## config.mk

```make
export PLATFORM = sky130hd
export DESIGN_NAME = pwm_dac
export DESIGN_NICKNAME = d
export VERILOG_FILES = /design/src/rtl/gf_dac_pkg.sv /design/src/rtl/tick_div.sv /design/src/rtl/pwm_dac.sv
export SDC_FILE = /design/constraint.sdc
export NUM_CORES = 1
export LEC_CHECK = 0
export ABC_AREA = 1
export BUFFER_PORTS_ARGS = -buffer_cell sky130_fd_sc_hd__clkbuf_2
export CAP_MARGIN = 15
export CORE_MARGIN = 2
export CORE_UTILIZATION = 59
export DETAILED_ROUTE_END_ITERATION = 8
export PLACE_DENSITY = 0.81
export SETUP_SLACK_MARGIN = 0.3
export SLEW_MARGIN = 10
export SYNTH_ARGS = -nofsm -noshare
export SYNTH_HDL_FRONTEND = slang
export SYNTH_SLANG_ARGS = --single-unit
export TNS_END_PERCENT = 100
```

## constraint.sdc

```tcl
create_clock -name clk -period 2.2 [get_ports clk]
set_input_delay 0.22 -clock clk [delete_from_list [all_inputs] [get_ports clk]]
set_output_delay 0.22 -clock clk [all_outputs]
set_load 0.01 [all_outputs]
```

## src/rtl/gf_dac_pkg.sv

```systemverilog
// Shared constants for the gf-minus1 tone path (sine generator and pwm_dac).
package gf_dac_pkg;

  localparam int DAC_WIDTH   = 8;
  localparam int DAC_CNT_MAX = 2**DAC_WIDTH - 1;
  localparam int DAC_REQ_CNT = DAC_CNT_MAX - 1;

  // Prescaler counter width needed to hold 0..prescale-1.
  function automatic int presc_width(input int unsigned prescale);
    return (prescale > 1) ? $clog2(prescale) : 1;
  endfunction

endpackage

```

## src/rtl/tick_div.sv

```systemverilog
// Clock-enable divider: one-cycle tick every PRESCALE clk cycles while en is high.
module tick_div
  import gf_dac_pkg::*;
#(
  parameter int unsigned PRESCALE = 1
) (
  input  logic clk,
  input  logic reset,
  input  logic en,
  output logic tick
);

  localparam int PW = presc_width(PRESCALE);
  localparam logic [PW-1:0] PRE_LAST = PW'(PRESCALE - 1);

  logic [PW-1:0] pre_q;
  logic [PW-1:0] pre_d;

  always_comb begin
    tick  = en && (pre_q == PRE_LAST);
    pre_d = pre_q;
    if (!en || tick) begin
      pre_d = '0;
    end else begin
      pre_d = pre_q + 1'b1;
    end
  end

  always_ff @(posedge clk) begin
    if (reset) begin
      pre_q <= '0;
    end else begin
      pre_q <= pre_d;
    end
  end

endmodule

```

## src/rtl/pwm_dac.sv

```systemverilog
// PWM audio output with once-per-period sample fetch; PWM_DAC_SD_EN selects a
// first-order sigma-delta modulator instead of the PWM comparator.
module pwm_dac
  import gf_dac_pkg::*;
#(
  parameter int          WIDTH    = DAC_WIDTH,
  parameter int unsigned PRESCALE = 1
) (
  input  logic             clk,
  input  logic             reset,
  input  logic             en,
  input  logic [WIDTH-1:0] sample_in,
  output logic             sample_req,
  output logic             pwm_out
);

  localparam logic [WIDTH-1:0] CNT_MAX = {WIDTH{1'b1}};
  localparam logic [WIDTH-1:0] REQ_CNT = CNT_MAX - 1'b1;

  logic             tick;
  logic [WIDTH-1:0] cnt_q, cnt_d;
  logic [WIDTH-1:0] duty_q, duty_d;
  logic             pwm_q, pwm_d;

  tick_div #(
    .PRESCALE(PRESCALE)
  ) u_tick_div (
    .clk  (clk),
    .reset(reset),
    .en   (en),
    .tick (tick)
  );

  // The generator advances on sample_req, so sample_in is stable by the time
  // the counter reaches its last value, which is when duty is latched.
  always_comb begin
    cnt_d  = cnt_q;
    duty_d = duty_q;
    if (!en) begin
      cnt_d = '0;
    end else if (tick) begin
      cnt_d = cnt_q + 1'b1;
    end
    if (tick && (cnt_q == CNT_MAX)) begin
      duty_d = sample_in;
    end
  end

  assign sample_req = tick && (cnt_q == REQ_CNT);

`ifdef PWM_DAC_SD_EN
  logic [WIDTH-1:0] acc_q, acc_d;
  logic [WIDTH:0]   acc_sum;

  always_comb begin
    acc_sum = {1'b0, acc_q} + {1'b0, duty_q};
    acc_d   = acc_q;
    pwm_d   = pwm_q;
    if (!en) begin
      acc_d = '0;
      pwm_d = 1'b0;
    end else if (tick) begin
      acc_d = acc_sum[WIDTH-1:0];
      pwm_d = acc_sum[WIDTH];
    end
  end

  always_ff @(posedge clk) begin
    if (reset) begin
      acc_q <= '0;
    end else begin
      acc_q <= acc_d;
    end
  end
`else
  always_comb begin
    pwm_d = en && (cnt_q < duty_q);
  end
`endif

  always_ff @(posedge clk) begin
    if (reset) begin
      cnt_q  <= '0;
      duty_q <= '0;
      pwm_q  <= 1'b0;
    end else begin
      cnt_q  <= cnt_d;
      duty_q <= duty_d;
      pwm_q  <= pwm_d;
    end
  end

  assign pwm_out = pwm_q;

endmodule

```

==> metrics.cfg, run 1 <==
[status]
result_of_the_run = completed

[clock_tree]
postCtsSetupRepairBufs = 0
clk_transition_reported_paths_ps = 110
cts_inserted_buffers = 3
cts_tree = done
htree_num_levels = 1
clock_sink_count = 18
ctsRootBufferMaster = sky130_fd_sc_hd__clkbuf_4
cts.path.max_buffers = 2
post_cts.resized_instances = 0
post_cts_hold_buffer_count = 0
clock_insertion_delay_worst_skew_ps = 300

[route]
detail_route.drc_violations = 0
ant_nets = 0
via_per_inst = 5.04
routedWlPerCell_um = 10.7
drt_pre_antenna_iters = 4
drtIter0Drc = 13
finalWirelength_um = 1850
vias_post_dr = 872

[setup_path]
cpMaxStageDelayCell = sky130_fd_sc_hd__dfxtp_1
reg2reg_depth = 6
critical_path_arrival_ps = 1450
startpoint_of_the_worst_register_to_register_path = cnt_q[1]
timing_worst_setup_path_type = reg2out
reg2reg_slack_ps = 800
cp_cell_sequence = inv_1 > nand2_1 > inv_2 > nand4_1 > nor3_1 > clkbuf_2
critPathCaptureType = output port
crit_fanout = 6
startpoint_type = flip-flop
worst-endpoint-required_ps = 1980
crit_path_largest_cell_delay_ps = 310
worstReg2RegEnd = cnt_q[6]

[logic_synthesis]
syn_nets = 162
synthesis.instances = 142
yosysTopAreaCell = sky130_fd_sc_hd__dfxtp_1
synth_top_cell_area_share_pct = 36.6
post_synthesis_sequential_element_count = 18
synth-seq-area-share_pct = 36.6
synth.avg_cell_area_um2 = 6.93
yosysUniqueCellTypes = 20
yosys_warning_count = 0
synth.cell_area_um2 = 983
synth_top_cells_by_area = sky130_fd_sc_hd__dfxtp_1, sky130_fd_sc_hd__nand2_1, sky130_fd_sc_hd__ha_1

[placed_design]
dp_hpwl_um = 1410
place_congestion = 0.824
io_buffers = 12

[floorplanning]
placeableCoreArea_um2 = 1540
dieWidth_um = 44.8
initial_utilization_pct = 63.8
design.portCount = 13
std_cell_rows = 14
die_outline_area_um2 = 2010
fp.dieH_um = 44.8

[power]
ir_worst_vdd_uv = 427
finalPower_mw = 0.562
power_density_nw_per_um2 = 516
static-leakage-power_nw = 0.548

[timing]
timing.clock.skew_ps = 8.82
finalMaxSlewViolations = 0
layout_worst_path_cycle_share_pct = 75.7
maxClockFrequency_ghz = 0.600
timing_hold_violations_final = 0
setup_tns_final_ps = 0
finalSetupViolations = 0
period_needed_ps = 1670
grt_setup_unrepaired = false

[grt]
grt_max_degree = 17
wire_length_of_the_first_global_routing_pass_um = 3020
global_route.overflow_total = 0
number_of_global_route_vias_before_repair = 779
globalRouteTotalUtil_pct = 20.5
antenna_found_initial = 0

[final_layout]
layout.filler_cells = 134
finish.utilization_pct = 70.6
layout-drive-gt1-share_pct = 15.3
antenna_cells = 0
synthToLayoutAreaGrowth_pct = 10.7
layout_nets = 178
multiInputGateArea_um2 = 529
regArea_um2 = 360

[worst_hold_path]
hold_class = in2reg
min_delay_startpoint = sample_in[3]
whs_endpoint = duty_q[3]
timing.hold.worst_path_depth = 3

[flow_run]
max-cap-violations = 0

## power breakdown
part | total (mW) | switching (mW) | internal (mW)
combinational | 0.0281 | 0.0170 | 0.0112
clock | 0.203 | 0.102 | 0.101
sequential | 0.330 | 0.00210 | 0.328
## metrics by stage
stage,hold WS [ps],setup slack (ps),instance area (um2),cells
2_1_floorplan,355,975,983,142
3_3_place_gp,441,930,1050,169
3_5_place_dp,448,864,1050,169
4_1_cts,140,569,1090,173
5_1_grt,136,443,1090,173
6_report,145,534,1090,173
## cells in the final DEF (no fill, tap or decap)
master                     synthesis  routed
sky130_fd_sc_hd__nand2_1          36      36
sky130_fd_sc_hd__nor2_1           25      25
sky130_fd_sc_hd__inv_1            20      20
sky130_fd_sc_hd__dfxtp_1          18      18
sky130_fd_sc_hd__clkbuf_2          0      12
sky130_fd_sc_hd__ha_1              9       9
sky130_fd_sc_hd__a21oi_1           7       7
sky130_fd_sc_hd__nand3_1           6       6
sky130_fd_sc_hd__nand2_2           4       4
sky130_fd_sc_hd__nand4_1           3       3
sky130_fd_sc_hd__nor3_1            3       3
sky130_fd_sc_hd__clkbuf_4          0       3
sky130_fd_sc_hd__o21ai_0           2       2
sky130_fd_sc_hd__inv_2             1       1
sky130_fd_sc_hd__clkinv_1          1       1
sky130_fd_sc_hd__nor2_4            1       1
sky130_fd_sc_hd__nor2_2            1       1
sky130_fd_sc_hd__nand3_4           1       1
sky130_fd_sc_hd__nor3b_1           1       1
sky130_fd_sc_hd__o21bai_1          1       1
sky130_fd_sc_hd__clkbuf_8          0       1
sky130_fd_sc_hd__conb_1            1       1
## layout make-up
class / count / area share [%]
Sequential cell: 18 / 33.1
Timing Repair Buffer: 12 / 5.52
Multi-Input combinational cell: 101 / 48.6
Tap cell: 16 / 1.84
Inverter: 22 / 7.59
Clock buffer: 4 / 3.33
## worst max-delay path by stage
| stage | slack, ps | end | start | cells past startpoint |
|---|---|---|---|---|
| 4_1_cts | 570 | sample_req | u_tick_div.pre_q | 6 |
| 3_3_place_gp | 930 | cnt_q[6] | cnt_q[1] | 6 |
| 2_1_floorplan | 970 | cnt_q[6] | cnt_q[1] | 6 |
| 3_5_place_dp | 860 | cnt_q[6] | cnt_q[1] | 6 |
| 6_report | 530 | sample_req | u_tick_div.pre_q | 6 |
| 5_1_grt | 440 | sample_req | u_tick_div.pre_q | 6 |
## worst max-delay path, delay by kind of cell (launching register included)
kind | cells | cell delay (ps)
simple gates | 3 | 420
buf+inv | 3 | 410
flops | 1 | 310
## layer usage
layer | up-vias | wire, um | GRT usage (%)
met5 | - | 0 | 0
met4 | 0 | 15 | 8.82
met3 | 2 | 36 | 3.60
met2 | 10 | 974 | 37.1
met1 | 395 | 823 | 23.6
li1 | 465 | - | -
## cells in the mapped netlist (all sizes together)
library cell / count
buf: 1
nand4: 3
o21bai: 1
a21oi: 7
clkinv: 1
inv: 21
dfxtp: 18
nor2: 27
ha: 9
nor3b: 1
nand2: 40
conb: 1
o21ai: 2
nor3: 3
nand3: 7
## kinds of logic after synthesis
kind of cell | after synthesis | share of synthesized area, %
flip-flops | 18 | 36.6
buffers and inverters | 23 | 9.54
AND/OR/NAND/NOR | 81 | 36.6
adder cells (fa/ha/maj) | 9 | 11.5
other | 1 | 0.381
AO/OA/AOI/OAI | 10 | 5.34
## state kept, by name, indices dropped and copies added, names as in the netlist
| signal | cells |
|---|---|
| pwm_out | 1 |
| u_tick_div.pre_q | 1 |
| duty_q | 8 |
| cnt_q | 8 |
Power figures use the tool's default switching activity.
==> run 2: changes to the inputs <==
Settings changed: CORE_UTILIZATION 59 to 55, PLACE_DENSITY 0.81 to 0.77.
Clock period 2.2 ns to 1.64 ns, I/O delays scaled along.
==> run 2 against run 1 <==
Die area up 6.6%. Largest power group unchanged. Clock power is 7% higher. Clock-buffer cell count is 1 lower. First-iteration DRC count rose by 7.7%. Register-to-register slack worse by 420 ps. Hold slack worse by 62 ps. Non-clock buffer count rose by 6.
==> metrics.cfg, run 2 (same netlist as run 1, synthesis figures left out) <==
[worst_hold_path]
hold_class = in2reg

[final_layout]
layout.cells.most_common_list = sky130_fd_sc_hd__nand2_1, sky130_fd_sc_hd__nor2_1, sky130_fd_sc_hd__inv_1, sky130_fd_sc_hd__dfxtp_1, sky130_fd_sc_hd__clkbuf_2
finish.utilization_pct = 71.2  ; +0.59 points
layout-drive-gt1-share_pct = 27.6  ; +12 points
largest_registers = cnt_q x8, duty_q x8
synthToLayoutAreaGrowth_pct = 23.7
mostFrequentLayoutCell = sky130_fd_sc_hd__nand2_1
antenna_cells = 0  ; unchanged
layout.filler_cells = 146  ; +9.0%
layout_nets = 185  ; +3.9%

[timing]
finalMaxSlewViolations = 0  ; unchanged
timing_hold_violations_final = 0  ; unchanged
hold-worst-slack_ps = 83.0  ; -62.5 ps
period_needed_ps = 1330
grt_setup_unrepaired = true
maxClockFrequency_ghz = 0.754
finalSetupViolations = 0  ; unchanged
setup_tns_final_ps = 0  ; unchanged
timing.clock.skew_ps = 4.92  ; -3.90 ps
layout_worst_path_cycle_share_pct = 80.9

[route]
vias_post_dr = 935  ; +7.2%
ant_nets = 0  ; unchanged
finalWirelength_um = 2060  ; +11%
drtIter0Drc = 14  ; +1
via_per_inst = 4.97  ; -1.3%
drt_pre_antenna_iters = 4  ; unchanged
detail_route.drc_violations = 0  ; unchanged
routedWlPerCell_um = 11.0  ; +2.6%

[clock_tree]
clk_transition_reported_paths_ps = 100  ; about the same
cts_tree = done
cts.path.max_buffers = 2  ; unchanged
ctsRootBufferMaster = sky130_fd_sc_hd__clkbuf_4
clock_insertion_delay_worst_skew_ps = 290  ; about the same
clock_sink_count = 18  ; unchanged
cts_inserted_buffers = 3  ; unchanged
htree_num_levels = 1  ; unchanged

[power]
power_density_nw_per_um2 = 589  ; +14%
static-leakage-power_nw = 0.584  ; +6.6%
ir_worst_vdd_uv = 517  ; +21%

[floorplanning]
fp.dieH_um = 46.3  ; +3.3%
design.portCount = 13  ; unchanged
placeableCoreArea_um2 = 1710  ; +11%
std_cell_rows = 15  ; +1
dieWidth_um = 46.3  ; +3.3%
initial_utilization_pct = 57.6  ; -6.2 points
die_outline_area_um2 = 2140  ; +6.6%

[setup_path]
worst-endpoint-required_ps = 1480  ; -500 ps
critPathCaptureType = output port
path_buf_inv = 1  ; -2
startpoint_type = flip-flop
timing_worst_setup_path_type = reg2out
cpMaxStageDelayCell = sky130_fd_sc_hd__dfxtp_4
timing.critical_path.max_delay_family = flip-flops
cp_cell_sequence = ha_4 > nand4_1 > nor3_2 > buf_2
crit_fanout = 4  ; -2
crit_path_largest_cell_delay_ps = 400  ; +90 ps
critical_path_arrival_ps = 1160  ; -290 ps

[placed_design]
io_buffers = 12  ; unchanged
place_congestion = 0.803  ; -2.5%
dp_hpwl_um = 1420  ; +0.82%

[grt]
antenna_found_initial = 0  ; unchanged
wire_length_of_the_first_global_routing_pass_um = 3240  ; +7.3%
global_route.overflow_total = 0  ; unchanged
met3_usage_pct = 4.71  ; +1.1 points
globalRoute.busiestLayer = met2
number_of_global_route_vias_before_repair = 790  ; +1.4%
grt_max_degree = 17  ; unchanged
globalRouteMet1Util_pct = 27.4  ; +3.8 points
globalRouteTotalUtil_pct = 21.0  ; +0.43 points
met2_usage_pct = 33.9  ; -3.2 points

[flow_run]
max-cap-violations = 0  ; unchanged

[status]
result_of_the_run = completed

## run 2: changes by cell type in the layout (fill, tap and decap cells not counted), sizes merged
cell and delta:
nand3 +1, buf +7, clkbuf -2
## run 2: cell type report
type / instances / area, um2 / share of cell area (%)
Sequential cell: 18 / 370 / 30.5
Clock buffer: 3 / 22.5 / 1.85
Inverter: 22 / 85.1 / 7.00
Multi-Input combinational cell: 102 / 598 / 49.2
Timing Repair Buffer: 18 / 109 / 8.95
Tap cell: 25 / 31.3 / 2.57
## run 2: layer usage
| layer | part of all wire [%] | wire length, um |
|---|---|---|
| met1 | 45 | 929 |
| met2 | 51 | 1050 |
| met3 | 3.2 | 65 |
| met4 | 0.73 | 15 |
| met5 | 0 | 0 |
## run 2: metrics by stage
step | power (mW) | cells | cell area, um2 | worst slack [ps]
finish | 0.716 | 188 | 1220 | 314
global route | 0.748 | 188 | 1220 | 202
CTS | 0.713 | 187 | 1160 | 213
detailed placement | 0.493 | 179 | 1070 | 278
global placement | 0.491 | 179 | 1070 | 364
floorplan | 0.472 | 142 | 983 | 415
## run 2: timing repair
item	CTS	global route
setup endpoints to repair	2	11
gates resized for setup	10	14
setup buffers	5	0
hold buffers	0	0
pin swaps	4	8
gates cloned	0	1
## run 2: worst reg2reg max path, delay by kind of cell, from the launching register on
family	cells	cell delay, ps
flops	1	360
buf+inv	2	160
fa+ha+maj	1	140
simple gates	5	550
## run 2: final timing paths
| kind | from | to | slack [ps] | cells after the start |
|---|---|---|---|---|
| max | cnt_q[1] | sample_req | 310 | 4 |
| min | sample_in[0] | duty_q[0] | 80 | 3 |
| max reg2reg | cnt_q[0] | duty_q[2] | 380 | 8 |
| min reg2reg | u_tick_div.pre_q | cnt_q[0] | 470 | 2 |
## run 2: power breakdown
| group | total, mW | switching, mW | internal [mW] | leakage, nW |
|---|---|---|---|---|
| clock network | 0.217 | 0.132 | 0.0852 | 0.0138 |
| registers | 0.443 | 0.00329 | 0.440 | 0.149 |
| logic | 0.0559 | 0.0300 | 0.0259 | 0.421 |
==> run 3: changes to the inputs <==
Settings changed: ABC_AREA 1 to 0.
Clock period 1.64 ns to 1.25 ns, I/O delays scaled along.
==> run 3 against run 2 <==
The run now ends with negative setup slack left. Clock skew is 1.9 ps higher. Critical path depth is 1 lower. Die area is 0.69% higher. Clock-buffer cell count is 1 higher. Synthesized area is 0.76% higher. Critical path type unchanged. Largest cell class unchanged. Largest power group unchanged.
==> metrics.cfg, run 3 <==
[worst_hold_path]
hold_class = in2reg

[power]
power_density_nw_per_um2 = 688  ; +17%
ir_worst_vdd_uv = 671  ; +30%
finalPower_mw = 0.969  ; +35%
power.sequential.fraction_pct = 58.9  ; -3.0 points
p_sw_mw = 0.232  ; +41%
power.share.combinational_pct = 9.1  ; +1.3 points
clock_power_share_pct = 32.0  ; +1.7 points
static-leakage-power_nw = 0.524  ; -10%
power.switching_fraction_pct = 24.0  ; +0.92 points
cell_internal_pwr_mw = 0.736  ; +34%

[logic_synthesis]
synth_ff_type = sky130_fd_sc_hd__dfxtp_1
synthesis.instances = 105  ; -26%
synth_top_cells_by_area = sky130_fd_sc_hd__dfxtp_1, sky130_fd_sc_hd__nand2b_1, sky130_fd_sc_hd__ha_1
syn_nets = 125  ; -23%
asyncSetResetFlopFracSynth_pct = 0  ; unchanged
synth.avg_cell_area_um2 = 9.44  ; +36%
yosysMostFrequentCell = sky130_fd_sc_hd__nand2b_1
yosysTopAreaCell = sky130_fd_sc_hd__dfxtp_1
netlist_top_cells_count = sky130_fd_sc_hd__nand2b_1, sky130_fd_sc_hd__dfxtp_1, sky130_fd_sc_hd__ha_1, sky130_fd_sc_hd__inv_1, sky130_fd_sc_hd__mux2i_1
synth.cell_area_um2 = 991  ; +0.76%
yosysUniqueCellTypes = 26  ; +30%
yosys_warning_count = 0  ; unchanged
synth-edff-count = 0  ; unchanged
synth-seq-area-share_pct = 36.4  ; -0.28 points
post_synthesis_sequential_element_count = 18  ; unchanged
synth_top_cell_area_share_pct = 36.4  ; -0.28 points

[grt]
globalRouteTotalUtil_pct = 24.7  ; +3.7 points
wire_length_of_the_first_global_routing_pass_um = 3690  ; +14%
grt_max_degree = 19  ; +2
antenna_found_initial = 0  ; unchanged
global_route.overflow_total = 0  ; unchanged
number_of_global_route_vias_before_repair = 863  ; +9.2%

[setup_path]
critPathCaptureType = output port
reg2reg_slack_ps = -80  ; -460 ps
worst-endpoint-required_ps = 1120  ; -360 ps
timing_worst_setup_path_type = reg2out
startpoint_type = flip-flop
critical_path_arrival_ps = 1280  ; +120 ps
crit_fanout = 2  ; -2

[clock_tree]
cts_inserted_buffers = 3  ; unchanged
clock_sink_count = 18  ; unchanged
clk_transition_reported_paths_ps = 110  ; about the same
clock_insertion_delay_worst_skew_ps = 300  ; about the same
cts_tree = done
htree_num_levels = 1  ; unchanged
cts.path.max_buffers = 2  ; unchanged
ctsRootBufferMaster = sky130_fd_sc_hd__clkbuf_4

[route]
finalWirelength_um = 2380  ; +16%
highest_layer = met4
via_per_inst = 5.42  ; +8.9%
met2_length_um = 1280  ; +22%
detail_route.drc_violations = 0  ; unchanged
routedLengthMet1_um = 932  ; +0.32%
routedWlPerCell_um = 15.0  ; +37%
ant_nets = 0  ; unchanged
drt_pre_antenna_iters = 4  ; unchanged
drtIter0Drc = 17  ; +3
route.met3.wl_um = 76  ; +17%
vias_post_dr = 861  ; -7.9%

[placed_design]
preCtsSetupSlack_ps = -33.1  ; -311 ps
dp_hpwl_um = 1490  ; +4.6%
io_buffers = 12  ; unchanged
place_congestion = 0.807  ; +0.52%

[timing]
maxClockFrequency_ghz = 0.714
finalMaxSlewViolations = 0  ; unchanged
finalSetupViolations = 9  ; +9
timing.clock.skew_ps = 6.86  ; +1.94 ps
grt_setup_unrepaired = true
layout_setup_ws_ps = -151  ; -465 ps
timing_hold_violations_final = 0  ; unchanged
period_needed_ps = 1400
layout_worst_path_cycle_share_pct = 112

[flow_run]
max-cap-violations = 0  ; unchanged

[final_layout]
layout.cells.most_common_list = sky130_fd_sc_hd__nand2b_1, sky130_fd_sc_hd__clkbuf_2, sky130_fd_sc_hd__dfxtp_4, sky130_fd_sc_hd__dfxtp_1
antenna_cells = 0  ; unchanged
layout.filler_cells = 107  ; -27%
finish.utilization_pct = 82.5  ; +11 points
largest_registers = cnt_q x8, duty_q x8
synthToLayoutAreaGrowth_pct = 42.2
multiInputGateArea_um2 = 721  ; +21%
layout-drive-gt1-share_pct = 42.5  ; +15 points
regArea_um2 = 394  ; +6.4%
mostFrequentLayoutCell = sky130_fd_sc_hd__nand2b_1
layout_nets = 155  ; -16%

[floorplanning]
initial_utilization_pct = 58.0  ; +0.44 points
std_cell_rows = 15  ; unchanged
dieWidth_um = 46.4  ; +0.35%
die_outline_area_um2 = 2160  ; +0.69%
design.portCount = 13  ; unchanged
placeableCoreArea_um2 = 1710  ; unchanged
fp.dieH_um = 46.4  ; +0.35%

[status]
result_of_the_run = complete, but fails checks
violations = negative setup slack

## run 3: worst max-delay path: stages, from the launching register on
cell and delay, ps:
sky130_fd_sc_hd__dfxtp_4 370, sky130_fd_sc_hd__nand4_4 130, sky130_fd_sc_hd__nor4b_4 290, sky130_fd_sc_hd__buf_2 180
## run 3: through the flow
stage | std cells | hold slack (ps) | cell area, um2 | setup TNS (ps)
floorplan | 105 | 280 | 1030 | -60.7
global placement | 144 | 367 | 1160 | 0
detailed placement | 144 | 378 | 1160 | -33.1
CTS | 156 | 53.7 | 1330 | -310
global route | 159 | 67.4 | 1410 | -1230
finish | 159 | 57.9 | 1410 | -428
## run 3: final timing paths
kind,from,endpoint,cells after the start
worst max-delay path,cnt_q[7],sample_req,3
worst min-delay path,sample_in[2],duty_q[2],3
worst max register to register,cnt_q[5],cnt_q[7],4
worst min register to register,duty_q[2],duty_q[2],2
## run 3: final cells by class
cell class | instances | area share (%)
repair buffers | 26 | 14.2
flip-flops and latches | 18 | 28.0
well taps | 25 | 2.22
multi-input cells | 77 | 51.2
clock buffers | 4 | 1.87
inverters | 9 | 2.58
## run 3: cells by family (layout without fill, tap and decap cells)
family | Yosys count | count (layout) | share of synthesized area (%)
simple gates | 41 | 41 | 27.4
flops | 18 | 18 | 36.4
compound gates | 15 | 15 | 9.97
buf+inv | 10 | 39 | 3.79
fa+ha+maj | 9 | 9 | 11.4
mux | 8 | 8 | 8.08
xor+xnor | 3 | 3 | 2.65
other cells | 1 | 1 | 0.378
## run 3: power groups by stage
stage | Sequential (mW) | Clock (mW) | Combinational (mW)
after floorplan | 0.593 | 0 | 0.0318
after global placement | 0.593 | 0 | 0.0574
after detailed placement | 0.594 | 0 | 0.0591
after CTS | 0.569 | 0.316 | 0.0676
after global routing | 0.572 | 0.338 | 0.0952
final | 0.571 | 0.310 | 0.0879
## run 3: timing repair
action / in CTS / in global routing
cloned: 0 / 0
setup endpoints to repair: 17 / 17
hold buffers: 0 / 0
setup buffers: 8 / 3
resized for setup: 20 / 12
pin swaps: 11 / 9
## run 3: layer usage
metal  up-vias  global-route usage, %
li1        421                      -
met1       404                   26.9
met2        24                   45.6
met3        12                   3.14
met4         0                   12.6
met5         -                      0
